==> config.mk <==
export PLATFORM = sky130hd
export DESIGN_NAME = atm_keypad
export DESIGN_NICKNAME = d
export VERILOG_FILES = /design/src/rtl/atm_pkg.sv /design/src/rtl/atm_key_debounce.sv /design/src/rtl/atm_keypad.sv
export SDC_FILE = /design/constraint.sdc
export NUM_CORES = 1
export LEC_CHECK = 0
export ABC_CLOCK_PERIOD_IN_PS = 10300
export CELL_PAD_IN_SITES_DETAIL_PLACEMENT = 1
export CELL_PAD_IN_SITES_GLOBAL_PLACEMENT = 2
export CORE_MARGIN = 3
export CORE_UTILIZATION = 39
export CTS_BUF_LIST = sky130_fd_sc_hd__clkbuf_2
export DETAILED_ROUTE_END_ITERATION = 8
export GPL_ROUTABILITY_DRIVEN = 1
export PLACE_DENSITY = 0.92
export SYNTH_ARGS = -nofsm -noshare
export SYNTH_HDL_FRONTEND = slang
export SYNTH_SLANG_ARGS = --single-unit
==> constraint.sdc <==
create_clock -name clk -period 10.3 [get_ports clk]
set_clock_uncertainty 0.2 [all_clocks]
set_input_delay 1.03 -clock clk [delete_from_list [all_inputs] [get_ports clk]]
set_output_delay 1.03 -clock clk [all_outputs]
set_load 0.01 [all_outputs]
==> src/rtl/atm_pkg.sv <==
// Shared constants, debounce state encoding and amount arithmetic for the ATM keypad.
package atm_pkg;

  localparam int unsigned DEB_CYC_DEF = 4;

  localparam logic [3:0] KEY_ENTER = 4'hA;
  localparam logic [3:0] KEY_ERASE = 4'hB;

  typedef enum logic [3:0] {
    ST_IDLE       = 4'b0001,
    ST_DB_PRESS   = 4'b0010,
    ST_PRESSED    = 4'b0100,
    ST_DB_RELEASE = 4'b1000
  } deb_state_e;

  // m*10 + d in 36 bits so that overflow past 32 bits is visible in the top nibble
  function automatic logic [35:0] mul10_add(input logic [31:0] m, input logic [3:0] d);
    logic [35:0] w;
    w = {4'b0000, m};
    return (w << 3) + (w << 1) + {32'd0, d};
  endfunction

  function automatic logic is_digit(input logic [3:0] c);
    return (c <= 4'd9);
  endfunction

endpackage

==> src/rtl/atm_key_debounce.sv <==
// Debounces a raw keypad level into a single registered accept pulse with the captured code.
// Accept pulse appears DEB_CYC-1 cycles after the first sampling edge that saw the key down.
module atm_key_debounce
  import atm_pkg::*;
#(
  parameter int unsigned DEB_CYC = DEB_CYC_DEF
) (
  input  logic       clk,
  input  logic       reset,
  input  logic       key_valid_i,
  input  logic [3:0] key_code_i,
  output logic       accept_o,
  output logic [3:0] code_o
);

  localparam logic [7:0] DEB_LIM = DEB_CYC[7:0];

  deb_state_e state_q;
  logic [7:0] cnt_q;
  logic [3:0] code_q;
  logic       accept_q;
  logic [7:0] cnt_inc;

  assign cnt_inc  = cnt_q + 8'd1;
  assign accept_o = accept_q;
  assign code_o   = code_q;

  always_ff @(posedge clk) begin
    if (!reset) begin
      state_q  <= ST_IDLE;
      cnt_q    <= 8'd0;
      code_q   <= 4'd0;
      accept_q <= 1'b0;
    end else begin
      accept_q <= 1'b0;
      case (state_q)
        ST_IDLE: begin
          if (key_valid_i) begin
            code_q <= key_code_i;
            cnt_q  <= 8'd1;
            if (DEB_LIM == 8'd1) begin
              state_q  <= ST_PRESSED;
              accept_q <= 1'b1;
            end else begin
              state_q <= ST_DB_PRESS;
            end
          end
        end
        ST_DB_PRESS: begin
          // a changed code while still bouncing counts as a fresh, unaccepted press
          if (key_valid_i && (key_code_i == code_q)) begin
            cnt_q <= cnt_inc;
            if (cnt_inc == DEB_LIM) begin
              state_q  <= ST_PRESSED;
              accept_q <= 1'b1;
            end
          end else begin
            state_q <= ST_IDLE;
            cnt_q   <= 8'd0;
          end
        end
        ST_PRESSED: begin
          if (!key_valid_i) begin
            cnt_q   <= 8'd1;
            state_q <= (DEB_LIM == 8'd1) ? ST_IDLE : ST_DB_RELEASE;
          end
        end
        ST_DB_RELEASE: begin
          if (key_valid_i) begin
            state_q <= ST_PRESSED;
            cnt_q   <= 8'd0;
          end else begin
            cnt_q <= cnt_inc;
            if (cnt_inc == DEB_LIM) begin
              state_q <= ST_IDLE;
              cnt_q   <= 8'd0;
            end
          end
        end
        default: begin
          state_q <= ST_IDLE;
          cnt_q   <= 8'd0;
        end
      endcase
    end
  end

endmodule

==> src/rtl/atm_keypad.sv <==
// ATM keypad front end: debounce, PIN digit / ENTER / ERASE decode, saturating decimal amount entry.
// Strobes are registered and rise DEB_CYC cycles after the first edge that sampled the key down.
module atm_keypad
  import atm_pkg::*;
#(
  parameter int unsigned DEB_CYC = DEB_CYC_DEF
) (
  input  logic        clk,
  input  logic        reset,
  input  logic        KEY_VALID,
  input  logic [3:0]  KEY_CODE,
  input  logic        MODO,
  output logic [3:0]  DIGITO,
  output logic        DIGITO_STB,
  output logic        ENTER_PIN,
  output logic        ERASE_PIN,
  output logic [31:0] MONTO,
  output logic        MONTO_STB,
  output logic        DESBORDE
);

  logic        accept;
  logic [3:0]  acc_code;

  logic        modo_q;
  logic [3:0]  digito_q, digito_d;
  logic [31:0] monto_q, monto_d;
  logic        desborde_q, desborde_d;
  logic        dstb_q, dstb_d;
  logic        enter_q, enter_d;
  logic        erase_q, erase_d;
  logic        mstb_q, mstb_d;

  logic        mode_chg;
  logic [31:0] base;
  logic [35:0] prod;

  atm_key_debounce #(
    .DEB_CYC (DEB_CYC)
  ) u_deb (
    .clk         (clk),
    .reset       (reset),
    .key_valid_i (KEY_VALID),
    .key_code_i  (KEY_CODE),
    .accept_o    (accept),
    .code_o      (acc_code)
  );

  always_comb begin
    mode_chg   = (MODO != modo_q);
    // a mode change in the acceptance cycle means the key works on a cleared amount
    base       = mode_chg ? 32'd0 : monto_q;
    prod       = mul10_add(base, acc_code);
    digito_d   = digito_q;
    monto_d    = base;
    desborde_d = mode_chg ? 1'b0 : desborde_q;
    dstb_d     = 1'b0;
    enter_d    = 1'b0;
    erase_d    = 1'b0;
    mstb_d     = 1'b0;
    if (accept) begin
      if (acc_code == KEY_ENTER) begin
        enter_d = 1'b1;
      end else if (acc_code == KEY_ERASE) begin
        if (MODO) begin
          monto_d    = 32'd0;
          desborde_d = 1'b0;
          mstb_d     = 1'b1;
        end else begin
          erase_d = 1'b1;
        end
      end else if (is_digit(acc_code)) begin
        if (MODO) begin
          mstb_d = 1'b1;
          if (prod[35:32] != 4'd0) begin
            monto_d    = 32'hFFFF_FFFF;
            desborde_d = 1'b1;
          end else begin
            monto_d = prod[31:0];
          end
        end else begin
          digito_d = acc_code;
          dstb_d   = 1'b1;
        end
      end
    end
  end

  always_ff @(posedge clk) begin
    if (!reset) begin
      modo_q     <= MODO;
      digito_q   <= 4'd0;
      monto_q    <= 32'd0;
      desborde_q <= 1'b0;
      dstb_q     <= 1'b0;
      enter_q    <= 1'b0;
      erase_q    <= 1'b0;
      mstb_q     <= 1'b0;
    end else begin
      modo_q     <= MODO;
      digito_q   <= digito_d;
      monto_q    <= monto_d;
      desborde_q <= desborde_d;
      dstb_q     <= dstb_d;
      enter_q    <= enter_d;
      erase_q    <= erase_d;
      mstb_q     <= mstb_d;
    end
  end

  assign DIGITO     = digito_q;
  assign DIGITO_STB = dstb_q;
  assign ENTER_PIN  = enter_q;
  assign ERASE_PIN  = erase_q;
  assign MONTO      = monto_q;
  assign MONTO_STB  = mstb_q;
  assign DESBORDE   = desborde_q;

endmodule

==> reports/metrics.yaml <==
run_status:
  status: "completed"
sta:
  setup-tns-final_ns: 0
  fmax_mhz: 177
  hold_viol: 0
  relSlewSlack: 0.438
  finalMaxSlewViolations: 0
  layout_min_cycle_time_ns: 5.65
  period_share: 0.548
  fin_hold_ws_ns: 0.326
  tightestPinTransition_ns: 0.840
  rsz0062_at_grt: "no"
  setup_viol: 0
finish:
  nFillCells: 1618
  nets: 758
  n_antenna_cell: 0
  drive_gt1_frac: 0.0538
  area_growth_pct: 12.2
  finalInstanceArea_um2: 5920
clocking:
  postCtsSetupBuffers: 0
  numCtsBuffers: 9
  ctsResizeCount: 0
  clockRootBuffer: "clkbuf_2"
  cts_tree: "yes"
  cts_hold_buf: 0
  clk_pin_slew_ns: 0.16
  clkLatencyLatePin_ns: 0.53
  numClockSinks: 59
  h-tree-depth: 3
  cts_buffer_depth: 2
drt:
  first_iter_violations: 334
  postRouteAntennaNets: 0
  viasPerCell: 5.97
  wl_per_cell_um: 19.7
  via_count: 5134
  firstDrtPassIters: 5
  drc: 0
  wirelength_mm: 16.9
min_path:
  hp-start: "u_deb.code_o[0]"
  min-delay-path-class: "reg2reg"
  timing.hold.worst_path_depth: 1
  min_to: "ENTER_PIN"
yosys:
  synth_ff_type: "dfxtp_1"
  synthesis.area_um2: 5280
  synth.top_cell.area_share: 0.224
  ys_seq_elements: 59
  syn_avg_cell_area_um2: 8.06
  async_flop_share: 0
  synthCells: 655
  yosys_warnings: 0
  ys_seq_area_frac: 0.224
  synth_edf_count: 0
  synth_area_leader_cell: "dfxtp_1"
  synthTopCellsByArea: "dfxtp_1, ha_1, a21oi_1"
  synth.distinct_cells: 74
  synthesis.nets: 729
global_route:
  antenna_found_initial: 0
  gr-total-overflow: 0
  grtUsageTotal: 0.232
  grt_max_degree: 35
  grt_pass1_vias: 5211
  grt_pass1_wl_mm: 27.6
worst_setup_path:
  crit_path_max_fanout: 34
  r2r_cells: 16
  regToRegSetupSlack_ns: 5.47
  arrival_ns: 5.87
  r2r_start: "modo_q"
  r2r-end: "MONTO[30]"
  critical_path_class: "in2reg"
  worstSetupEndpointType: "flip-flop"
  crit_required_ns: 10.53
  crit_path_start: "MODO"
  startpoint_type: "primary input"
floorplanning:
  die_height_um: 122
  num_rows: 41
  core_um2: 12900
  dieArea_um2: 15000
  io_pins: 49
  die_w_um: 122
  start_util: 0.408
power_and_ir_drop:
  finalPower_mw: 0.391
  pwr_density_cell_nw_per_um2: 66.0
  irDropWorstVdd_mv: 0.0444
  leakagePower_nw: 2.78
run:
  max_cap_viol_count: 0
placement:
  io_buffer_count: 48
  post-dp-hpwl_mm: 13.4
  gp_congestion: 0.836
  place_area_um2: 5850
Yosys cell counts, types with 19 or more instances:
cell type,instances
nor2_1,50
a21o_1,22
o21ai_0,44
a21oi_1,53
and2_1,38
dfxtp_1,59
a31oi_1,21
xor2_1,20
clkbuf_1,24
ha_1,65
nand3_1,19
nand2_1,51
sequential cells by signal, indices dropped and copies added, names as in the netlist:
register and count:
DIGITO 4, u_deb.state_q 4, u_deb.code_o 4, modo_q 1
DESBORDE 1, u_deb.cnt_q 8, ENTER_PIN 1, ERASE_PIN 1
u_deb.accept_o 1, MONTO_STB 1, DIGITO_STB 1, MONTO 32
cells in the final DEF (no fill, tap or decap), drive strengths merged, types with 3 or more instances in the layout:
master and n:
nand2 51, a32o 10, nand2b 7, nand4 15
o21ai 46, xor2 21, clkinv 4, a31o 6
inv 12, nor3b 5, and3 8, nor2 50
mux2i 8, o211ai 4, or3 7, o211a 5
and2 39, clkbuf 11, o21a 5, a21o 23
nor3 7, a311oi 4, nand3 19, o21bai 3
a211o 4, dfxtp 59, clkdlybuf4s50 48, ha 65
a31oi 21, a21oi 57, nor4 3, xnor2 12
nor2b 11, o31ai 5
cells by family (layout without fill, tap and decap cells):
| kind of cell | after synthesis | count (layout) | share of synthesized area |
|---|---|---|---|
| AND/OR/NAND/NOR | 230 | 230 | 0.224 |
| AO/OA/AOI/OAI | 214 | 214 | 0.282 |
| adder cells (fa/ha/maj) | 66 | 66 | 0.158 |
| flip-flops | 59 | 59 | 0.224 |
| buffers and inverters | 44 | 77 | 0.0365 |
| XOR/XNOR | 33 | 33 | 0.0583 |
| multiplexers | 9 | 9 | 0.0173 |
critical path, stage by stage:
cell and delay, ns:
clkdlybuf4s50_1 0.71, xnor2_2 0.15, buf_4 0.33, and2_1 0.23
ha_1 0.18, ha_1 0.17, inv_1 0.05, fa_1 0.40
nor2b_2 0.20, o31ai_4 0.10, a211oi_2 0.29, o22a_2 0.29
a211o_1 0.26, a211o_1 0.24, o211a_1 0.72, a31oi_1 0.28
a21o_1 0.22
worst max-delay path by stage:
stage	end	slack [ns]	cells past startpoint
2_1_floorplan	MONTO[9]	5.13	16
3_3_place_gp	MONTO[12]	4.29	14
3_5_place_dp	MONTO[17]	4.12	17
4_1_cts	MONTO[17]	4.70	17
5_1_grt	MONTO[13]	4.35	17
6_report	MONTO[30]	4.65	17
metal layers:
layer  part of all wire  track usage  wire (um)
met5                  0            0          0
met1               0.47        0.315       7920
met3              0.042       0.0359        713
met2               0.46        0.374       7860
met4              0.027       0.0826        459
metrics by stage:
stage | setup WS, ns | utilization | std cells
6_report | 4.65 | 0.458 | 860
5_1_grt | 4.35 | 0.458 | 860
4_1_cts | 4.70 | 0.458 | 860
3_5_place_dp | 4.12 | 0.452 | 845
3_3_place_gp | 4.29 | 0.452 | 845
2_1_floorplan | 5.13 | - | 655
cell type report:
cell class | instances | area [um^2] | area share
Clock buffer | 11 | 55.1 | 0.00930
Clock inverter | 4 | 18.8 | 0.00317
Inverter | 12 | 45.0 | 0.00761
Multi-Input combinational cell | 552 | 3910 | 0.660
Sequential cell | 59 | 1180 | 0.199
Tap cell | 172 | 215 | 0.0363
Timing Repair Buffer | 50 | 495 | 0.0837
where the power goes:
| group | leakage [nW] | total [mW] | internal, mW | switching, mW |
|---|---|---|---|---|
| sequential | 0.477 | 0.236 | 0.231 | 0.00470 |
| combinational | 2.25 | 0.0367 | 0.0127 | 0.0240 |
| clock | 0.0590 | 0.118 | 0.0305 | 0.0876 |
(Power assumes the default switching activity.)
